$ cat config.mk
export PLATFORM = sky130hd
export DESIGN_NAME = lpc_coefficient_server
export DESIGN_NICKNAME = d
export VERILOG_FILES = /design/src/rtl/lpc_pkg.sv /design/src/rtl/lpc_coeff_regfile.sv /design/src/rtl/lpc_coefficient_server.sv
export SDC_FILE = /design/constraint.sdc
export NUM_CORES = 1
export LEC_CHECK = 0
export BUFFER_PORTS_ARGS = -buffer_cell sky130_fd_sc_hd__buf_2
export CORE_MARGIN = 1
export CORE_UTILIZATION = 55
export DETAILED_ROUTE_END_ITERATION = 12
export PLACE_DENSITY = 0.78
export SLEW_MARGIN = 20
export SYNTH_ARGS = -nofsm -noshare
export SYNTH_HDL_FRONTEND = slang
export SYNTH_SLANG_ARGS = --single-unit
export TNS_END_PERCENT = 30
$ cat constraint.sdc
create_clock -name iClock -period 2.3 [get_ports iClock]
set_input_delay 0.23 -clock iClock [delete_from_list [all_inputs] [get_ports iClock]]
set_output_delay 0.23 -clock iClock [all_outputs]
set_load 0.02 [all_outputs]
$ cat src/rtl/lpc_pkg.sv
// ----------------------------------------------------------------------------
// Module   : lpc_pkg
// Brief    : Shared constants, state encoding and order check for the LPC
//            coefficient server.
// Revision : 1.0
// ----------------------------------------------------------------------------
`default_nettype none

package lpc_pkg;

  localparam int COEFF_WIDTH = 12;
  localparam int MAX_ORDER   = 12;
  localparam int ORDER_WIDTH = 4;

  localparam logic [1:0] ST_EMPTY   = 2'd0;
  localparam logic [1:0] ST_LOADING = 2'd1;
  localparam logic [1:0] ST_READY   = 2'd2;
  localparam logic [1:0] ST_SERVING = 2'd3;

  function automatic logic order_valid(input int unsigned order, input int unsigned max_order);
    return (order >= 1) && (order <= max_order);
  endfunction

endpackage

`default_nettype wire

$ cat src/rtl/lpc_coeff_regfile.sv
// ----------------------------------------------------------------------------
// Module   : lpc_coeff_regfile
// Brief    : Coefficient storage, one synchronous write port and one
//            registered read port.
// Revision : 1.0
// ----------------------------------------------------------------------------
`default_nettype none

module lpc_coeff_regfile #(
  parameter int COEFF_WIDTH = 12,
  parameter int MAX_ORDER   = 12,
  parameter int ORDER_WIDTH = 4
) (
  input  logic                   i_clk,
  input  logic                   i_rst_n,
  input  logic                   i_en,
  input  logic                   i_we,
  input  logic [ORDER_WIDTH-1:0] i_waddr,
  input  logic [COEFF_WIDTH-1:0] i_wdata,
  input  logic                   i_re,
  input  logic [ORDER_WIDTH-1:0] i_raddr,
  output logic [COEFF_WIDTH-1:0] o_rdata
);

  logic [COEFF_WIDTH-1:0] r_mem [MAX_ORDER];
  logic [COEFF_WIDTH-1:0] r_rdata;

  // Storage carries no reset; only the read register is cleared.
  always_ff @(posedge i_clk) begin
    if (i_en && i_we) begin
      r_mem[i_waddr] <= i_wdata;
    end
  end

  always_ff @(posedge i_clk) begin
    if (!i_rst_n) begin
      r_rdata <= '0;
    end else if (i_en && i_re) begin
      r_rdata <= r_mem[i_raddr];
    end
  end

  assign o_rdata = r_rdata;

endmodule

`default_nettype wire

$ cat src/rtl/lpc_coefficient_server.sv
// ----------------------------------------------------------------------------
// Module   : lpc_coefficient_server
// Brief    : Holds one quantised LPC coefficient set and replays it to the
//            predictor MAC, highest tap first, once per decoded sample.
// Revision : 1.0
// ----------------------------------------------------------------------------
`default_nettype none

module lpc_coefficient_server #(
  parameter int COEFF_WIDTH = lpc_pkg::COEFF_WIDTH,
  parameter int MAX_ORDER   = lpc_pkg::MAX_ORDER,
  parameter int ORDER_WIDTH = lpc_pkg::ORDER_WIDTH
) (
  input  logic                   iClock,
  input  logic                   iReset,
  input  logic                   iEnable,
  input  logic                   iClear,
  input  logic                   iLoad,
  input  logic [ORDER_WIDTH-1:0] iOrder,
  input  logic [COEFF_WIDTH-1:0] iCoeff,
  input  logic                   iStart,
  output logic [COEFF_WIDTH-1:0] oCoeff,
  output logic [ORDER_WIDTH-1:0] oIndex,
  output logic                   oValid,
  output logic                   oLast,
  output logic                   oLoaded,
  output logic                   oError
);

  import lpc_pkg::*;

  localparam logic [ORDER_WIDTH-1:0] C_ONE = ORDER_WIDTH'(1);

  logic [1:0]             r_state;
  logic [1:0]             w_state_nxt;
  logic [ORDER_WIDTH-1:0] r_order;
  logic [ORDER_WIDTH-1:0] r_count;
  logic [ORDER_WIDTH-1:0] r_index;
  logic                   r_valid;
  logic                   r_last;
  logic                   r_loaded;
  logic                   r_error;

  logic                   w_order_ok;
  logic                   w_we;
  logic [ORDER_WIDTH-1:0] w_waddr;
  logic                   w_issue;
  logic [ORDER_WIDTH-1:0] w_issue_idx;
  logic                   w_err_set;

  assign w_order_ok = order_valid(32'(iOrder), MAX_ORDER);

  always_ff @(posedge iClock) begin
    if (!iReset) begin
      r_state  <= ST_EMPTY;
      r_order  <= '0;
      r_count  <= '0;
      r_index  <= '0;
      r_valid  <= 1'b0;
      r_last   <= 1'b0;
      r_loaded <= 1'b0;
      r_error  <= 1'b0;
    end else if (iEnable) begin
      r_state  <= w_state_nxt;
      r_loaded <= (w_state_nxt == ST_READY) || (w_state_nxt == ST_SERVING);
      if (iClear) begin
        r_count <= '0;
        r_error <= 1'b0;
        r_valid <= 1'b0;
        r_last  <= 1'b0;
      end else begin
        if (w_err_set) begin
          r_error <= 1'b1;
        end
        if (w_we) begin
          r_count <= w_waddr + C_ONE;
          if (r_state != ST_LOADING) begin
            r_order <= iOrder;
          end
        end
        r_valid <= w_issue;
        r_last  <= w_issue && (w_issue_idx == '0);
        if (w_issue) begin
          r_index <= w_issue_idx;
        end
      end
    end
  end

  always_comb begin
    w_state_nxt = r_state;
    case (r_state)
      ST_EMPTY, ST_READY: begin
        if (iLoad) begin
          if (w_order_ok) begin
            w_state_nxt = (iOrder == C_ONE) ? ST_READY : ST_LOADING;
          end
        end else if (iStart && (r_state == ST_READY)) begin
          w_state_nxt = ST_SERVING;
        end
      end
      ST_LOADING: begin
        if (iLoad && ((r_count + C_ONE) == r_order)) begin
          w_state_nxt = ST_READY;
        end
      end
      default: begin
        // A start on the final tap chains straight into the next pass.
        if ((r_index == '0) && !iStart) begin
          w_state_nxt = ST_READY;
        end
      end
    endcase
    if (iClear) begin
      w_state_nxt = ST_EMPTY;
    end
  end

  always_comb begin
    w_we        = 1'b0;
    w_waddr     = r_count;
    w_issue     = 1'b0;
    w_issue_idx = r_index - C_ONE;
    w_err_set   = 1'b0;
    case (r_state)
      ST_EMPTY, ST_READY: begin
        if (iLoad) begin
          w_we      = w_order_ok;
          w_waddr   = '0;
          w_err_set = !w_order_ok || iStart;
        end else if (iStart) begin
          if (r_state == ST_READY) begin
            w_issue     = 1'b1;
            w_issue_idx = r_order - C_ONE;
          end else begin
            w_err_set = 1'b1;
          end
        end
      end
      ST_LOADING: begin
        w_we      = iLoad;
        w_err_set = iStart;
      end
      default: begin
        w_err_set = iLoad;
        if (r_index == '0) begin
          w_issue     = iStart;
          w_issue_idx = r_order - C_ONE;
        end else begin
          w_issue   = 1'b1;
          w_err_set = iLoad || iStart;
        end
      end
    endcase
    if (iClear) begin
      w_we      = 1'b0;
      w_issue   = 1'b0;
      w_err_set = 1'b0;
    end
  end

  lpc_coeff_regfile #(
    .COEFF_WIDTH (COEFF_WIDTH),
    .MAX_ORDER   (MAX_ORDER),
    .ORDER_WIDTH (ORDER_WIDTH)
  ) u_regfile (
    .i_clk   (iClock),
    .i_rst_n (iReset),
    .i_en    (iEnable),
    .i_we    (w_we),
    .i_waddr (w_waddr),
    .i_wdata (iCoeff),
    .i_re    (w_issue),
    .i_raddr (w_issue_idx),
    .o_rdata (oCoeff)
  );

  assign oIndex  = r_index;
  assign oValid  = r_valid;
  assign oLast   = r_last;
  assign oLoaded = r_loaded;
  assign oError  = r_error;

endmodule

`default_nettype wire

## Word-level counts from Yosys, hierarchy flattened

Memory sizes are Yosys's and may differ from the RTL's. A register that Yosys moved wholly into a read port is not among the register bits.
Index checks and enable logic that the tools add are counted.

| storage, ports and cells | value |
|---|---|
| register bits after elaboration | 18 |
| memories kept | 1 |
| RAM bits | 144 |
| logic and storage cells | 84 |

| cells by class | value |
|---|---|
| multiplexer cells | 38 |
| bitwise logic cells | 1 |
| equal/unequal tests | 7 |
| reductions and logical operators | 23 |
| order comparisons | 2 |
| add/sub/neg operators | 4 |

Memory list:

| memory | depth | width | rd ports | clocked after memory_dff | write ports | line | text |
|---|---|---|---|---|---|---|---|
| u_regfile.r_mem | 12 | 12 | 1 | 1 | 1 | lpc_coeff_regfile.sv:25 | `logic [COEFF_WIDTH-1:0] r_mem [MAX_ORDER];` |

Operators with widths:

| cell | count |
|---|---|
| $mux 4 | 8 |
| $mux 1 | 18 |
| $mux 2 | 7 |
| $add 4x1->4 const B | 2 |
| $logic_not 4->1 | 2 |
| $pmux 4 s2 | 1 |
| $sub 4x1->4 const B | 2 |
| $logic_and 1x1->1 | 7 |
| $eq 2x2->1 const B | 3 |
| $pmux 1 s2 | 3 |
| $eq 4x1->1 const B | 1 |
| $eq 4x4->1 | 1 |
| $ge 4x1->1 const B | 1 |
| $le 4x4->1 const B | 1 |
| $pmux 2 s2 | 1 |
| $reduce_and 2->1 | 2 |
| $reduce_and 4->1 | 1 |
| $reduce_bool 2->1 | 2 |
| $logic_not 1->1 | 3 |
| $logic_or 1x1->1 | 3 |
| $reduce_and 3->1 | 1 |
| $eq 2x1->1 const B | 1 |
| $logic_not 2->1 | 1 |
| $ne 2x1->1 const B | 1 |
| 2 further kinds | 2 |

## Logic depth before layout (Yosys ltp)

Gate-level depths: netlist of the first run.

| depth | value |
|---|---|
| depth in word-level cells | 9 |
| mapped depth | 10 |

## Cells and area by module

From an unflattened synthesis of the first run, not the netlist that was laid out.

| unflattened totals | value |
|---|---|
| cell total of the unflattened synthesis | 449 |
| area, all modules | 7248.2 µm² |

Modules (own cells, without submodules):

| module | area an instance (µm²) | cells an instance | seq. area each (µm²) | instances |
|---|---|---|---|---|
| lpc_coeff_regfile | 5984.5 | 292 | 4564.4 | 1 |
| lpc_coefficient_server | 1263.7 | 157 | 360.3 | 1 |

## Worst setup path before layout of the first run

Ideal clock, no wire load.

| timing path | value |
|---|---|
| path type | register -> register |
| start | register r_index[0], in the netlist oIndex[0] |
| end | register u_regfile.r_rdata[7], in the netlist u_regfile.o_rdata[7] (read register of u_regfile.r_mem) |
| period minus slack after synthesis | 2.581 ns |
| data arrival time | 2.502 ns |
| slack | -0.281 ns |
| cell stages (with the launch flop) | 10 |
| setup time | 0.079 ns |
| data required time | 2.221 ns |
| cell sequence | dfxtp_1 > inv_1 > ha_1 > or3b_4 > o21ai_4 > mux2i_4 > buf_6 > mux2i_1 > mux2_1 > o211ai_1 |

| between the ends | value |
|---|---|
| longest elaborated chain between the ends | 5 |
| elaborated cells on any way between the ends | 11 |

Ends and longest elaborated chain:

| what | line | text |
|---|---|---|
| start: declaration | lpc_coefficient_server.sv:38 | `logic [ORDER_WIDTH-1:0] r_index;` |
| start signal: assignment | lpc_coefficient_server.sv:84 | `r_index <= w_issue_idx;` |
| $sub 4x1->4 / $logic_not 4->1 (equally long branches) | lpc_coefficient_server.sv:123, lpc_coefficient_server.sv:146 |  |
| $mux 4 / $mux 1 (equally long branches) | lpc_coefficient_server.sv:132, lpc_coefficient_server.sv:146 |  |
| $mux 4 / $pmux 1 s2 (equally long branches) | lpc_coefficient_server.sv:131, lpc_coefficient_server.sv:125 |  |
| $mux 4 / $mux 1 (equally long branches) | lpc_coefficient_server.sv:127, lpc_coefficient_server.sv:155 |  |
| $pmux 4 s2 / $logic_and 1x1->1 (equally long branches) | lpc_coefficient_server.sv:125, lpc_coeff_regfile.sv:38 |  |
| end: declaration | lpc_coeff_regfile.sv:26 | `logic [COEFF_WIDTH-1:0] r_rdata;` |

Parallel ways exist; a longest one is shown, timed or not.
A chain may end at the register's enable or synchronous reset.

## Final worst setup path of the first run

| timing path | value |
|---|---|
| start | register r_index[0], in the netlist oIndex[0] |
| end | register u_regfile.r_rdata[11], in the netlist u_regfile.o_rdata[11] (read register of u_regfile.r_mem) |

The elaborated chain is that of the path after synthesis.

==> flow_summary.yaml, run 1 <==
setup_path:
  crit_type: "flop to flop"
  slowest_delay_ns: 0.39
  reg2reg_from: "oIndex[0]"
  critPathCaptureType: "flop"
  worstSetupStartpointType: "flop"
  arrival_ns: 2.73
  critical-path-slowest-cell: "or3b_4"
  cp_top_family: "simple AND/OR/NAND/NOR gates"
  crit_required_ns: 2.64
  worstPathMaxFanout: 11
  cp-startpoint: "oIndex[0]"
  cp.buffers_inverters: 4
  path_cells: "inv_4 -> ha_4 -> or3b_4 -> buf_4 -> o211ai_1 -> buf_4 -> buf_6 -> nand3_1 -> a311oi_2 -> nand4_1 -> o211ai_1"
sta:
  slew_headroom: 0.697
  final.setup.worst_slack_ns: -0.0817
  worst_slew_pin_slew_ns: 0.450
  finalSetupViolations: 10
  fin_setup_tns_ns: -0.536
  rsz0062_at_grt: "true"
  finalCriticalPeriod_ns: 2.38
  finalHoldViolCount: 0
  report.final.slew_viol_count: 0
  post-route-period-util: 1.04
  finalClockSkew_ns: 0.0101
  max_freq_mhz: 420
yosys:
  syn-cell-area_mm2: 0.00757
  synth_cells: 586
  synth.most_common_cell: "edfxtp_1"
  ys.flop_type: "edfxtp_1"
  synth_top_area_cell: "edfxtp_1"
  syn_avg_cell_area_um2: 12.9
  synthTopCellsByCount: "edfxtp_1 (144), nand3_1 (101), o21ai_0 (51), mux2i_1 (32), dfxtp_1 (30)"
  synth.lib_cells_used.distinct: 52
  synth_nets: 615
  yosys_warnings: 0
  ys_ff_latch: 174
  ys_async_sr_fraction: 0
  synth_top_area_frac: 0.571
  seq_area_frac_synth: 0.651
  synth-edff-count: 144
  synth.area.top_cells: "edfxtp_1 (57%), dfxtp_1 (7.9%), nand3_1 (6.7%)"
finish:
  synthToLayoutAreaGrowth_pct: 23.2
  instances_no_fill: 859
  regArea_mm2: 0.00493
  drive_above_1_share: 0.255
  nNetsFinal: 699
  final_area_mm2: 0.00932
  diodes: 0
  fill_cells: 875
  multi_input_area_mm2: 0.00258
job:
  maxCapViolCount: 0
clock_network:
  hold_buffers: 0
  cts_tree: "built"
  path_clk_slew_ns: 0.07
  clk_latency_ns: 0.44
  clock_path_buffers: 2
  numCtsBuffers: 17
  cts_sinks: 174
  htreeDepth: 4
  cts_root_buf: "clkbuf_16"
route:
  firstDrtPassIters: 5
  drc_errors: 0
  wl_um: 20300
  initialDrtViolationCount: 738
  viasPerCell: 6.47
  wire_per_inst_um: 23.6
  num_vias: 5562
  ant_nets: 0
power:
  p_clk_frac: 0.463
  power_frac_seq: 0.505
  p_sw_frac: 0.211
  power_leakage_nw: 3.55
  p_sw_mw: 1.43
  vdd_drop_max_mv: 1.04
  comb_power_share: 0.032
  p_per_area_mw_per_mm2: 728
  p_int_mw: 5.36
place:
  dp.final_hpwl_um: 11700
  gp_congestion: 0.868
  dp_cells: 810
  dp_slack_ns: -0.103
  portBuffers: 41
  place_area_mm2: 0.00832
die:
  start_util: 0.567
  io_pins: 42
  die_y_um: 119
  dieArea_mm2: 0.0142
  fp.dieW_um: 119
  rows: 42
  core-area_mm2: 0.0133
min_path:
  min-delay-start: "iOrder[0]"
  hold_class: "input port to flop"
global_route:
  grt_usage: 0.295
  grt_start_max_net_pins: 38
  gr-total-overflow: 0
  grt_pass1_wl_um: 30600
  grt_pass1_vias: 5527
  antenna_found_initial: 0
status:
  status: "finished, violations left"
  violations: "negative setup slack"
[stage by stage]
stage	utilization	hold WS (ns)	total power, mW
floorplan	-	0.329	3.60
global placement	0.624	0.462	3.69
detailed placement	0.624	0.480	3.70
CTS	0.696	0.105	6.79
global route	0.698	0.123	6.95
finish	0.698	0.108	6.79
[tightest hold or removal path, delay by kind of cell]
kind / cells / cell delay (ns)
buffers and inverters: 1 / 0.11
AND/OR/NAND/NOR: 1 / 0.10
multiplexers: 1 / 0.07
[logic make-up after synthesis]
logic type,count (synthesis),synth area share
and+or+nand+nor,188,0.134
DFF,174,0.651
AOI/OAI and AO/OA,110,0.0947
buffers and inverters,48,0.0291
muxes,46,0.0646
xor gates and xnor gates,13,0.0150
adders and majority gates,7,0.0116
[power by group through the flow]
stage          clock network (mW)  logic, mW  registers, mW
2_1_floorplan                   0     0.0997           3.50
3_3_place_gp                    0      0.193           3.50
3_5_place_dp                    0      0.201           3.50
4_1_cts                      3.15      0.214           3.43
5_1_grt                      3.29      0.233           3.43
6_report                     3.14      0.219           3.43
[layer usage]
layer	GRT usage	wire (µm)	up-vias
li1	-	-	2431
met1	0.357	7430	2692
met2	0.492	9940	376
met5	0	0	-
met3	0.0685	2000	63
met4	0.156	894	0
[registers in the layout, indices dropped and copies added, names as in the netlist]
signal,cells
oLoaded,1
u_regfile.o_rdata,12
r_count,4
oIndex,4
r_state,2
oValid,1
r_order,4
u_regfile.r_mem,144
oLast,1
oError,1
[worst paths after layout]
| kind | end | slack (ns) | cells after the start |
|---|---|---|---|
| worst max-delay path | u_regfile.o_rdata[11] | -0.08 | 11 |
| worst min-delay path | r_order[0] | 0.11 | 3 |
| worst max register to register | u_regfile.o_rdata[11] | -0.08 | 11 |
| worst min register to register | oLoaded | 0.50 | 2 |
[area by class of cell]
type | count | area share
clock inverters | 15 | 0.0243
flip-flops and latches | 174 | 0.529
multi-input cells | 364 | 0.277
clock buffers | 17 | 0.0456
well taps | 176 | 0.0236
repair buffers | 105 | 0.0973
inverters | 8 | 0.00349
[placed cells by master (no fill, tap or decap), drive strengths merged, types with 7 or more instances in the layout]
cell type	count
clkbuf	17
nor3	7
o21ai	54
dfxtp	30
xnor2	8
inv	13
nand2	15
edfxtp	144
nand4	13
nor2	7
nand3	101
buf	104
a21oi	7
nor2b	14
mux2i	33
a311oi	12
o211ai	13
ha	7
mux2	13
and2	11
[what timing repair did]
action | 4_1_cts | 5_1_grt
pin swaps | 16 | 10
cloned | 5 | 0
hold endpoints to repair | 0 | 0
setup buffers | 12 | 1
endpoints found under the setup margin | 9 | 12
gates resized for setup | 17 | 11
No activity file was read; power rests on OpenSTA's default activity.
==> run 2: changes to the inputs <==
--- a/config.mk
+++ b/config.mk
@@ -5,11 +5,12 @@
 export SDC_FILE = /design/constraint.sdc
 export NUM_CORES = 1
 export LEC_CHECK = 0
+export ABC_AREA = 1
 export BUFFER_PORTS_ARGS = -buffer_cell sky130_fd_sc_hd__buf_2
 export CORE_MARGIN = 1
-export CORE_UTILIZATION = 55
+export CORE_UTILIZATION = 50
 export DETAILED_ROUTE_END_ITERATION = 12
-export PLACE_DENSITY = 0.78
+export PLACE_DENSITY = 0.72
 export SLEW_MARGIN = 20
 export SYNTH_ARGS = -nofsm -noshare
 export SYNTH_HDL_FRONTEND = slang
==> run 2 against run 1 <==
The run now ends clean. First-iteration DRC count down 17%. Non-clock buffer count decreased by 27. Synthesized cell count up 33%. Worst hold slack improved by 0.0046 ns. Sequential power is essentially flat. Fmax grew 12%. Utilization shrank 11 points. Cell count up 21%. Die area is 13% higher. Combinational power is 14% higher. Critical path type unchanged. Critical endpoint is now u_regfile.o_rdata[10].
==> flow_summary.yaml, run 2 <==
status:
  status: "finished, final reports clean"
sta:
  worst_slew_pin_slew_ns: 0.645
  fin_hold_ws_ns: 0.113
  finalSetupViolations: 0
  report.final.slew_viol_count: 0
  slew_headroom: 0.565
  max_freq_mhz: 471
  fin_setup_tns_ns: 0
  finalCriticalPeriod_ns: 2.13
  finalClockSkew_ns: 0.00716
  rsz0062_at_grt: "false"
  finalHoldViolCount: 0
  post-route-period-util: 0.924
setup_path:
  worstSetupStartpointType: "flop"
  critical-path-slowest-cell: "dfxtp_1"
  worstPathMaxFanout: 21
  critPathCaptureType: "flop"
  cp_common_cell: "nand3_1"
  path_cells: "inv_1 -> ha_1 -> nand2_1 -> nor2_1 -> nand3_1 -> nand3_1 -> buf_6 -> nor2_1 -> buf_4 -> nand3_1 -> a21oi_1"
  slowest_delay_ns: 0.34
  arrival_ns: 2.48
  crit_type: "flop to flop"
  crit_required_ns: 2.65
finish:
  top_register: "u_regfile.r_mem"
  drive_above_1_share: 0.143
  largest_register_ffs: 144
  mostFrequentLayoutCell: "nand3_1"
  final_core_util: 0.589
  nNetsFinal: 869
  diodes: 0
  final_cell_mix: "nand3_1 (195), edfxtp_1 (144), nand2_1 (136), inv_1 (123), buf_2 (41)"
  synthToLayoutAreaGrowth_pct: 15.2
  fill_cells: 1246
route:
  wl_um: 18300
  firstDrtPassIters: 5
  highest_layer: "met4"
  wire_per_inst_um: 17.6
  viasPerCell: 5.52
  initialDrtViolationCount: 616
  ant_nets: 0
  wl_met1_um: 7610
  num_vias: 5742
  met2_length_um: 8640
  met3_length_um: 1560
  drc_errors: 0
clock_network:
  clk_latency_ns: 0.43
  numCtsBuffers: 17
  cts_sinks: 174
  hold_buffers: 0
  path_clk_slew_ns: 0.06
  htreeDepth: 4
  cts_tree: "built"
  clock_path_buffers: 2
  cts_root_buf: "clkbuf_16"
yosys:
  syn-cell-area_mm2: 0.00777
  synth.lib_cells_used.distinct: 29
  synth_cells: 780
  synth.most_common_cell: "nand3_1"
  synth_nets: 809
  synth.area.top_cells: "edfxtp_1 (56%), nand3_1 (13%), dfxtp_1 (7.7%)"
  ys_async_sr_fraction: 0
  ys_ff_latch: 174
  syn_avg_cell_area_um2: 9.96
  seq_area_frac_synth: 0.634
  synth-edff-count: 144
  synthTopCellsByCount: "nand3_1 (195), edfxtp_1 (144), nand2_1 (136), inv_1 (123), dfxtp_1 (30)"
  ys.flop_type: "edfxtp_1"
  synth_top_area_frac: 0.556
  synth_top_area_cell: "edfxtp_1"
  yosys_warnings: 0
die:
  core-area_mm2: 0.0152
  fp.dieW_um: 127
  io_pins: 42
  dieArea_mm2: 0.0160
  die_y_um: 127
  start_util: 0.511
  rows: 45
global_route:
  grt_pass1_wl_um: 29100
  grt_start_max_net_pins: 73
  antenna_found_initial: 0
  grt_usage: 0.245
  gr-total-overflow: 0
  grt_pass1_vias: 5367
power:
  p_sw_mw: 1.35
  p_clk_frac: 0.410
  power_leakage_nw: 3.69
  power_frac_seq: 0.550
  p_per_area_mw_per_mm2: 697
  vdd_drop_max_mv: 0.658
  comb_power_share: 0.040
  p_sw_frac: 0.217
  p_int_mw: 4.88
min_path:
  hold_class: "input port to flop"
place:
  dp.final_hpwl_um: 11400
  gp_congestion: 0.851
  portBuffers: 41
job:
  maxCapViolCount: 0
## run 2: kinds of logic (layout without fill, tap and decap cells)
group	Yosys count	in the layout	synth area share
flip-flops	174	174	0.634
AO/OA/AOI/OAI	42	42	0.0299
AND/OR/NAND/NOR	386	386	0.231
XOR/XNOR	8	8	0.00902
adder cells (fa/ha/maj)	7	7	0.0113
buffers and inverters	163	236	0.0848
## run 2: area by class of cell
type                            count  area (µm²)  area share
Tap cell                          188         235      0.0263
Clock inverter                     12        85.1     0.00951
Inverter                          126         473      0.0528
Sequential cell                   174        4920       0.550
Timing Repair Buffer               78         574      0.0642
Multi-Input combinational cell    443        2220       0.248
Clock buffer                       20         437      0.0488
## run 2: what timing repair did
| item | CTS | global route |
|---|---|---|
| buffers inserted | 0 | 0 |
| endpoints found under the setup margin | 0 | 10 |
| gates resized for setup | 0 | 2 |
## run 2: final timing paths
path / startpoint / endpoint / slack (ns) / cells past startpoint
hold / removal: iReset / oError / 0.11 / 3
setup reg to reg: oIndex[0] / u_regfile.o_rdata[10] / 0.17 / 11
setup / recovery: oIndex[0] / u_regfile.o_rdata[10] / 0.17 / 11
hold reg to reg: oValid / oValid / 0.46 / 2
## run 2: worst max-delay path, delay by kind of cell, from the launching register on
family	cells	cell delay, ns
AND/OR/NAND/NOR	6	0.77
buffers and inverters	3	0.51
flip-flops	1	0.34
adder cells (fa/ha/maj)	1	0.24
AO/OA/AOI/OAI	1	0.18
## run 2: per-layer routing
layer,vias to the layer above,GRT usage
met2,253,0.386
met5,-,0
met4,0,0.116
met3,33,0.0506
li1,2747,-
met1,2709,0.327
## run 2: per-stage QoR
stage	std cells	power (mW)	setup WS, ns	cell area, µm²
floorplan	780	3.63	0.0452	7770
global placement	1009	3.74	0.163	8420
detailed placement	1009	3.75	0.165	8420
CTS	1041	6.27	0.150	8940
global route	1041	6.43	0.0173	8950
finish	1041	6.23	0.175	8950
## run 2: power by group through the flow
stage	Combinational (mW)	Clock [mW]	Sequential (mW)
6_report	0.250	2.55	3.43
5_1_grt	0.276	2.72	3.43
3_3_place_gp	0.246	0	3.50
2_1_floorplan	0.132	0	3.50
4_1_cts	0.249	2.59	3.43
3_5_place_dp	0.247	0	3.50
